[src/rtl/serial_sub_pkg.sv]
// Shared types and helpers for the bit-serial subtractor.
// State encoding is fixed at 00/01/10 so external probes can decode it.
package serial_sub_pkg;

   typedef enum logic [1:0] {
      IDLE  = 2'b00,
      SHIFT = 2'b01,
      DONE  = 2'b10
   } state_e;

   // One spare bit means the counter never wraps for any legal WIDTH.
   function automatic int cnt_width(input int width);
      return $clog2(width) + 1;
   endfunction

endpackage

[src/rtl/full_sub.sv]
// Combinational one-bit full subtractor: d = a - b - bin.
// Built from two half subtractors whose borrows are ORed together.
module full_sub (
   input  logic a,
   input  logic b,
   input  logic bin,
   output logic d,
   output logic bout
);

   logic w_d1;
   logic w_b1;
   logic w_b2;

   assign w_d1 = a ^ b;
   assign w_b1 = ~a & b;
   assign d    = w_d1 ^ bin;
   assign w_b2 = ~w_d1 & bin;
   assign bout = w_b1 | w_b2;

endmodule

[src/rtl/serial_sub.sv]
// Bit-serial subtractor, LSB first, one bit per clock, start/busy/done handshake.
// Define SERIAL_SUB_SIGNED_EN to add the registered two's-complement overflow output ovf.
module serial_sub
   import serial_sub_pkg::*;
#(
   parameter int WIDTH = 8
) (
   input  logic             clk,
   input  logic             rst,
   input  logic             start,
   input  logic [WIDTH-1:0] a,
   input  logic [WIDTH-1:0] b,
   output logic [WIDTH-1:0] diff,
   output logic             borrow,
`ifdef SERIAL_SUB_SIGNED_EN
   output logic             ovf,
`endif
   output logic             busy,
   output logic             done
);

   localparam int              CW   = cnt_width(WIDTH);
   localparam logic [CW-1:0]   LAST = CW'(WIDTH - 1);

   state_e           r_state;
   logic [WIDTH-1:0] r_a;
   logic [WIDTH-1:0] r_b;
   logic [WIDTH-1:0] r_res;
   logic [WIDTH-1:0] r_diff;
   logic [CW-1:0]    r_cnt;
   logic             r_bin;
   logic             r_borrow;
`ifdef SERIAL_SUB_SIGNED_EN
   logic             r_ovf;
`endif

   logic             w_d;
   logic             w_bout;
   logic [WIDTH-1:0] w_res_next;

   full_sub u_full_sub (
      .a    (r_a[0]),
      .b    (r_b[0]),
      .bin  (r_bin),
      .d    (w_d),
      .bout (w_bout)
   );

   // New difference bits enter at the MSB so the LSB lands in bit 0 after WIDTH shifts.
   generate
      if (WIDTH == 1) begin : g_res_w1
         assign w_res_next = w_d;
      end else begin : g_res_wn
         assign w_res_next = {w_d, r_res[WIDTH-1:1]};
      end
   endgenerate

   always_ff @(posedge clk) begin
      if (rst) begin
         r_state  <= IDLE;
         r_a      <= '0;
         r_b      <= '0;
         r_res    <= '0;
         r_diff   <= '0;
         r_cnt    <= '0;
         r_bin    <= 1'b0;
         r_borrow <= 1'b0;
`ifdef SERIAL_SUB_SIGNED_EN
         r_ovf    <= 1'b0;
`endif
      end else begin
         case (r_state)
            IDLE: begin
               if (start) begin
                  r_a     <= a;
                  r_b     <= b;
                  r_bin   <= 1'b0;
                  r_cnt   <= '0;
                  r_state <= SHIFT;
               end
            end
            SHIFT: begin
               r_res <= w_res_next;
               r_a   <= r_a >> 1;
               r_b   <= r_b >> 1;
               r_bin <= w_bout;
               r_cnt <= r_cnt + CW'(1);
               if (r_cnt == LAST) begin
                  r_diff   <= w_res_next;
                  r_borrow <= w_bout;
`ifdef SERIAL_SUB_SIGNED_EN
                  // On the last bit r_a[0]/r_b[0] are the original operand MSBs.
                  r_ovf    <= (r_a[0] ^ r_b[0]) & (w_d ^ r_a[0]);
`endif
                  r_state  <= DONE;
               end
            end
            DONE: begin
               r_state <= IDLE;
            end
            default: begin
               r_state <= IDLE;
            end
         endcase
      end
   end

   assign diff   = r_diff;
   assign borrow = r_borrow;
`ifdef SERIAL_SUB_SIGNED_EN
   assign ovf    = r_ovf;
`endif
   assign busy   = (r_state != IDLE);
   assign done   = (r_state == DONE);

endmodule

[config.mk]
export PLATFORM = sky130hd
export DESIGN_NAME = serial_sub
export DESIGN_NICKNAME = d
export VERILOG_FILES = /design/src/rtl/serial_sub_pkg.sv /design/src/rtl/full_sub.sv /design/src/rtl/serial_sub.sv
export SDC_FILE = /design/constraint.sdc
export NUM_CORES = 1
export LEC_CHECK = 0
export ABC_AREA = 1
export CORE_MARGIN = 4
export CORE_UTILIZATION = 40
export CTS_BUF_LIST = sky130_fd_sc_hd__clkbuf_8
export DETAILED_ROUTE_END_ITERATION = 8
export GPL_ROUTABILITY_DRIVEN = 0
export GPL_TIMING_DRIVEN = 0
export HOLD_SLACK_MARGIN = 0.15
export PLACE_DENSITY = 0.66
export SYNTH_ARGS = -nofsm -noshare
export SYNTH_HDL_FRONTEND = slang
export SYNTH_HIERARCHICAL = 1
export SYNTH_SLANG_ARGS = --single-unit
[constraint.sdc]
create_clock -name clk -period 1.5 [get_ports clk]
set_clock_uncertainty 0.2 [all_clocks]
set_input_delay 0.15 -clock clk [delete_from_list [all_inputs] [get_ports clk]]
set_output_delay 0.15 -clock clk [all_outputs]
set_load 0.02 [all_outputs]
==> results.json <==
{
  "outcome": "completed",
  "start_util": 0.426,
  "grt_pass1_vias": 1506,
  "syn2layout_area_growth_pct": 30.1,
  "netlist_instances": 247,
  "layout_commonest_cell": "nand2_1",
  "grt_max_degree": 12,
  "clk_pin_slew_worst_paths_ps": 70,
  "rsz0062_at_grt": "true",
  "slowest_stage": "dfxtp_2",
  "dp_hpwl_um": 2830,
  "fin_nets": 310,
  "cp-end-kind": "primary output",
  "grt_pass1_wl_um": 6960,
  "grtUsageTotal": 0.169,
  "numClockSinks": 39,
  "gr-total-overflow": 0,
  "num_rows": 23,
  "leakage_nw": 1.02,
  "yosys.area.top_type": "dfxtp_1",
  "syn-num-nets": 268,
  "drt_first_pass_iters": 4,
  "critPathLaunch": "r_state[1]",
  "hold_buffers": 0,
  "layout.cells.non_filler": 340,
  "synth-seq-area-share": 0.445,
  "final_cell_mix": "nand2_1 (61), nor2_1 (46), dfxtp_1 (34)",
  "antenna_found_initial": 0,
  "endpoint": "done",
  "drtAntennaViolNets": 0,
  "synthTopCellsByArea": "dfxtp_1 (45%), nand2_1 (13%), nor2_1 (10%), nand3_1 (7.1%), inv_1 (4.5%)",
  "final_hold_viol_count": 0,
  "placedInstanceArea_mm2": 0.00211,
  "stdcell_area_mm2": 0.00228,
  "root_buffer": "clkbuf_8",
  "cts_tree": "built",
  "io_buffers": 29,
  "finalCritPeriodShare": 0.982,
  "dieArea_mm2": 0.00551,
  "irDropWorstVdd_mv": 0.627,
  "maxCapViolCount": 0,
  "setup_viol": 0,
  "routed_wl_um": 4140,
  "period_minus_slack_ps": 1470,
  "drive_gt1_frac": 0.155,
  "clockBufferDepth": 2,
  "drc": 0,
  "max_stage_delay_ps": 400,
  "clk_latency_ps": 290,
  "worst-setup-path-type": "reg2out",
  "met3_usage": 0.0365,
  "synth_top_area_share": 0.445,
  "die_height_um": 74.2,
  "worstReg2RegStart": "r_b[0]",
  "fmax_ghz": 0.679,
  "place_inst": 326,
  "r2r_end": "diff[7]",
  "n_antenna_cell": 0,
  "gr-usage-met1": 0.220,
  "finalPower_mw": 2.28,
  "tns_ps": 0,
  "yosys_warnings": 6,
  "htreeDepth": 2,
  "slew_headroom": 0.679,
  "fp.dieW_um": 74.2,
  "reg2reg_depth": 6,
  "avgViaCountPerCell": 4.72,
  "vias": 1605,
  "worst_pin_slew_ps": 481,
  "drt_iter0_markers": 92,
  "wl_per_cell_um": 12.2,
  "ys_types": 22,
  "core-area_mm2": 0.00412,
  "path_cells": "inv_2 -> nor2_1 -> clkdlybuf4s15_2",
  "grt.busiest_layer": "met2",
  "power_density_mw_per_mm2": 1000,
  "start_kind": "flip-flop",
  "crit_path_max_fanout": 3,
  "utilization": 0.554,
  "ys_ff_latch": 39,
  "syn_area_mm2": 0.00175,
  "critPathArrivalTime_ps": 1120,
  "min-delay-path-class": "in2reg",
  "cts_buffers": 5,
  "use_met2": 0.263,
  "finalMaxSlewViolations": 0,
  "avgSynthCellArea_um2": 7.10,
  "ios": 30,
  "required_ps": 1150,
  "rrSetupSlack_ps": 80
}
## flip-flops by register name (all words and copies together), names as in the netlist
| register | cells |
|---|---|
| r_bin | 1 |
| diff | 8 |
| r_state | 2 |
| r_a | 8 |
| borrow | 1 |
| r_b | 8 |
| r_cnt | 4 |
| r_res | 7 |
## synth_stat cells
| library cell | number |
|---|---|
| nand3_1 | 25 |
| ha_1 | 1 |
| buf_4 | 2 |
| o22ai_1 | 2 |
| fa_1 | 1 |
| inv_2 | 2 |
| nor2_2 | 7 |
| nor2_1 | 47 |
| nor3_1 | 1 |
| nand2_4 | 3 |
| a21oi_1 | 5 |
| buf_1 | 1 |
| inv_1 | 21 |
| nor2_4 | 2 |
| buf_6 | 2 |
| o21ai_0 | 13 |
| nand2_1 | 61 |
| dfxtp_1 | 39 |
| buf_2 | 3 |
| nand4_1 | 1 |
| clkbuf_1 | 2 |
| nand3b_1 | 6 |
## logic make-up after synthesis
logic type	Yosys count	share of synthesized area
AO/OA/AOI/OAI	20	0.0585
adder cells (fa/ha/maj)	2	0.0186
buffers and inverters	33	0.0857
flip-flops	39	0.445
AND/OR/NAND/NOR	153	0.392
## metal layers
layer  vias to the layer above  share of wire
met4                         0          0.024
met2                        22           0.44
li1                        855              -
met1                       720           0.50
met3                         8          0.031
met5                         -              0
## layout make-up
| type | instances | area (um2) |
|---|---|---|
| timing repair buffer | 34 | 313 |
| inverter | 23 | 86.3 |
| fill | 406 | 1840 |
| sequential | 39 | 790 |
| tap | 50 | 62.6 |
| clock buffer | 7 | 96.3 |
| multi-input combinational | 176 | 857 |
| buffer | 10 | 71.3 |
| clock inverter | 1 | 3.75 |
## worst max-delay path, delay by kind of cell, from the launching register on
family	cells	cell delay (ps)
buffers and inverters	2	350
DFF	1	400
and+or+nand+nor	1	80
## power by group
group / total (mW) / internal (mW) / switching, mW
logic: 0.379 / 0.164 / 0.215
registers: 1.13 / 1.10 / 0.0374
clock network: 0.770 / 0.413 / 0.358
total: 2.28 / 1.67 / 0.610
## what timing repair did
action | CTS | global route
cloned | 1 | 0
setup buffers | 5 | 0
endpoints found under the setup margin | 24 | 15
resized for setup | 24 | 9
pin swaps | 3 | 3
## how the worst min path moves through the flow
stage / from / end / slack (ps) / cells after the start
6_report: a[7] / r_a[7] / 220 / 3
5_1_grt: a[7] / r_a[7] / 250 / 3
4_1_cts: a[7] / r_a[7] / 210 / 3
3_5_place_dp: r_b[6] / r_b[5] / 230 / 2
3_3_place_gp: r_b[5] / r_b[4] / 230 / 2
2_1_floorplan: a[7] / r_a[7] / 60 / 2
## metrics by stage
step                setup WS (ps)  hold slack [ps]
floorplan                     118             62.7
global placement             -278              234
detailed placement           -354              233
CTS                         -84.4              210
global route                -41.4              247
finish                       26.6              216
Power figures use the tool's default switching activity.
==> variant: new RTL, same settings <==
Build with the macro `SERIAL_SUB_SIGNED_EN` defined.
--- a/src/rtl/serial_sub.sv
+++ b/src/rtl/serial_sub.sv
@@ -1,5 +1,7 @@
 // Bit-serial subtractor, LSB first, one bit per clock, start/busy/done handshake.
 // Define SERIAL_SUB_SIGNED_EN to add the registered two's-complement overflow output ovf.
+`define SERIAL_SUB_SIGNED_EN
+
 module serial_sub
    import serial_sub_pkg::*;
 #(
Formal check against the unedited RTL (old outputs only; new: ovf): equivalent (equiv_simple and equiv_induct, registers matched by name and starting in step).
==> variant against the original RTL <==
The run now ends with setup timing left; worst hold slack worse by 0.029 ns; clock power is 10% lower; final area is 4.4% higher; total power is 5.8% lower; area after synthesis is 1.1% higher; synthesized cell count is 4.5% higher; wire length is 7.6% higher; setup slack worse by 0.059 ns; sequential cell count is 1 higher; first-iteration DRC count is 1.1% higher; combinational power is 14% lower.
==> variant: results <==
[yosys]
synthAdderAreaFrac_pct = 1.835
synth_compound_area_share_pct = 6.493
synth_cell_types = 19
synth_nets = 279
yosysSeqAreaShare_pct = 45.17
synth_common_cells = nand2_1 (66), dfxtp_1 (40), nand3_1 (39), nor2_1 (38), inv_1 (29)
avgSynthCellArea_um2 = 6.872

[cells_and_area]
clk_share_pct = 3.416
inverters = 32
fin_util_pct = 57.46
final_nets = 330
fill_cells = 412
multi_input_area_share_pct = 34.47
n_all_buffers = 55

[detailed_routing]
dr_wl_met2_mm = 2.053
drt_iter0_markers = 93
met1_length_mm = 2.002
vias_per_cell = 4.886

[global_routing]
grt_use_total_pct = 17.35
use_met2_pct = 27.51
first_global_vias = 1588
grt_max_degree = 13
use_met3_pct = 3.919
grt_pass1_wl_mm = 7.307

[clocking]
cts_resized = 33
cts_hold_buffers = 4
cts_setup_buffers = 7

[timing]
fin_ws_ns = -0.03228
setup_viol = 3
fin_tns_setup_ns = -0.04649
tightestPinTransition_ns = 0.4830

[outcome]
violations = setup timing
status = finished, violations left

[pwr]
p_switching_w = 0.0005753
combPwrFrac_pct = 15.1
clk-power_w = 0.000693
internal_power_w = 0.001575

[placed_design]
place_inst = 336
io_buffers = 28
dp_hpwl_mm = 2.813
place_ws_ns = -0.4996

[worst_setup_path]
slowest_delay_ns = 0.49
critPathTopFamily = adder cells

[floorplanning]
core-area_um2 = 4144
-- variant: cell types whose count changed in the layout (fill, tap and decap cells not counted), moves of 4 or more --
cell	before	now
nor2_1	46	36
a21oi_1	4	11
dlygate4sd3_1	0	4
nor2_2	5	1
nand2_2	0	4
inv_1	22	27
nand3_1	25	39
buf_4	7	13
-- variant: final timing paths --
| kind | start | end | slack [ns] | cells past startpoint |
|---|---|---|---|---|
| worst min register to register | r_res[4]$_SDFFE_PP0P_ | r_res[4]$_SDFFE_PP0P_ | 0.25 | 2 |
| worst min-delay path | start | r_b[1]$_SDFFE_PP0P_ | 0.19 | 6 |
| worst max register to register | r_bin$_SDFFE_PP0P_ | diff[7]$_SDFFE_PP0P_ | -0.03 | 6 |
| worst max-delay path | r_bin$_SDFFE_PP0P_ | diff[7]$_SDFFE_PP0P_ | -0.03 | 6 |
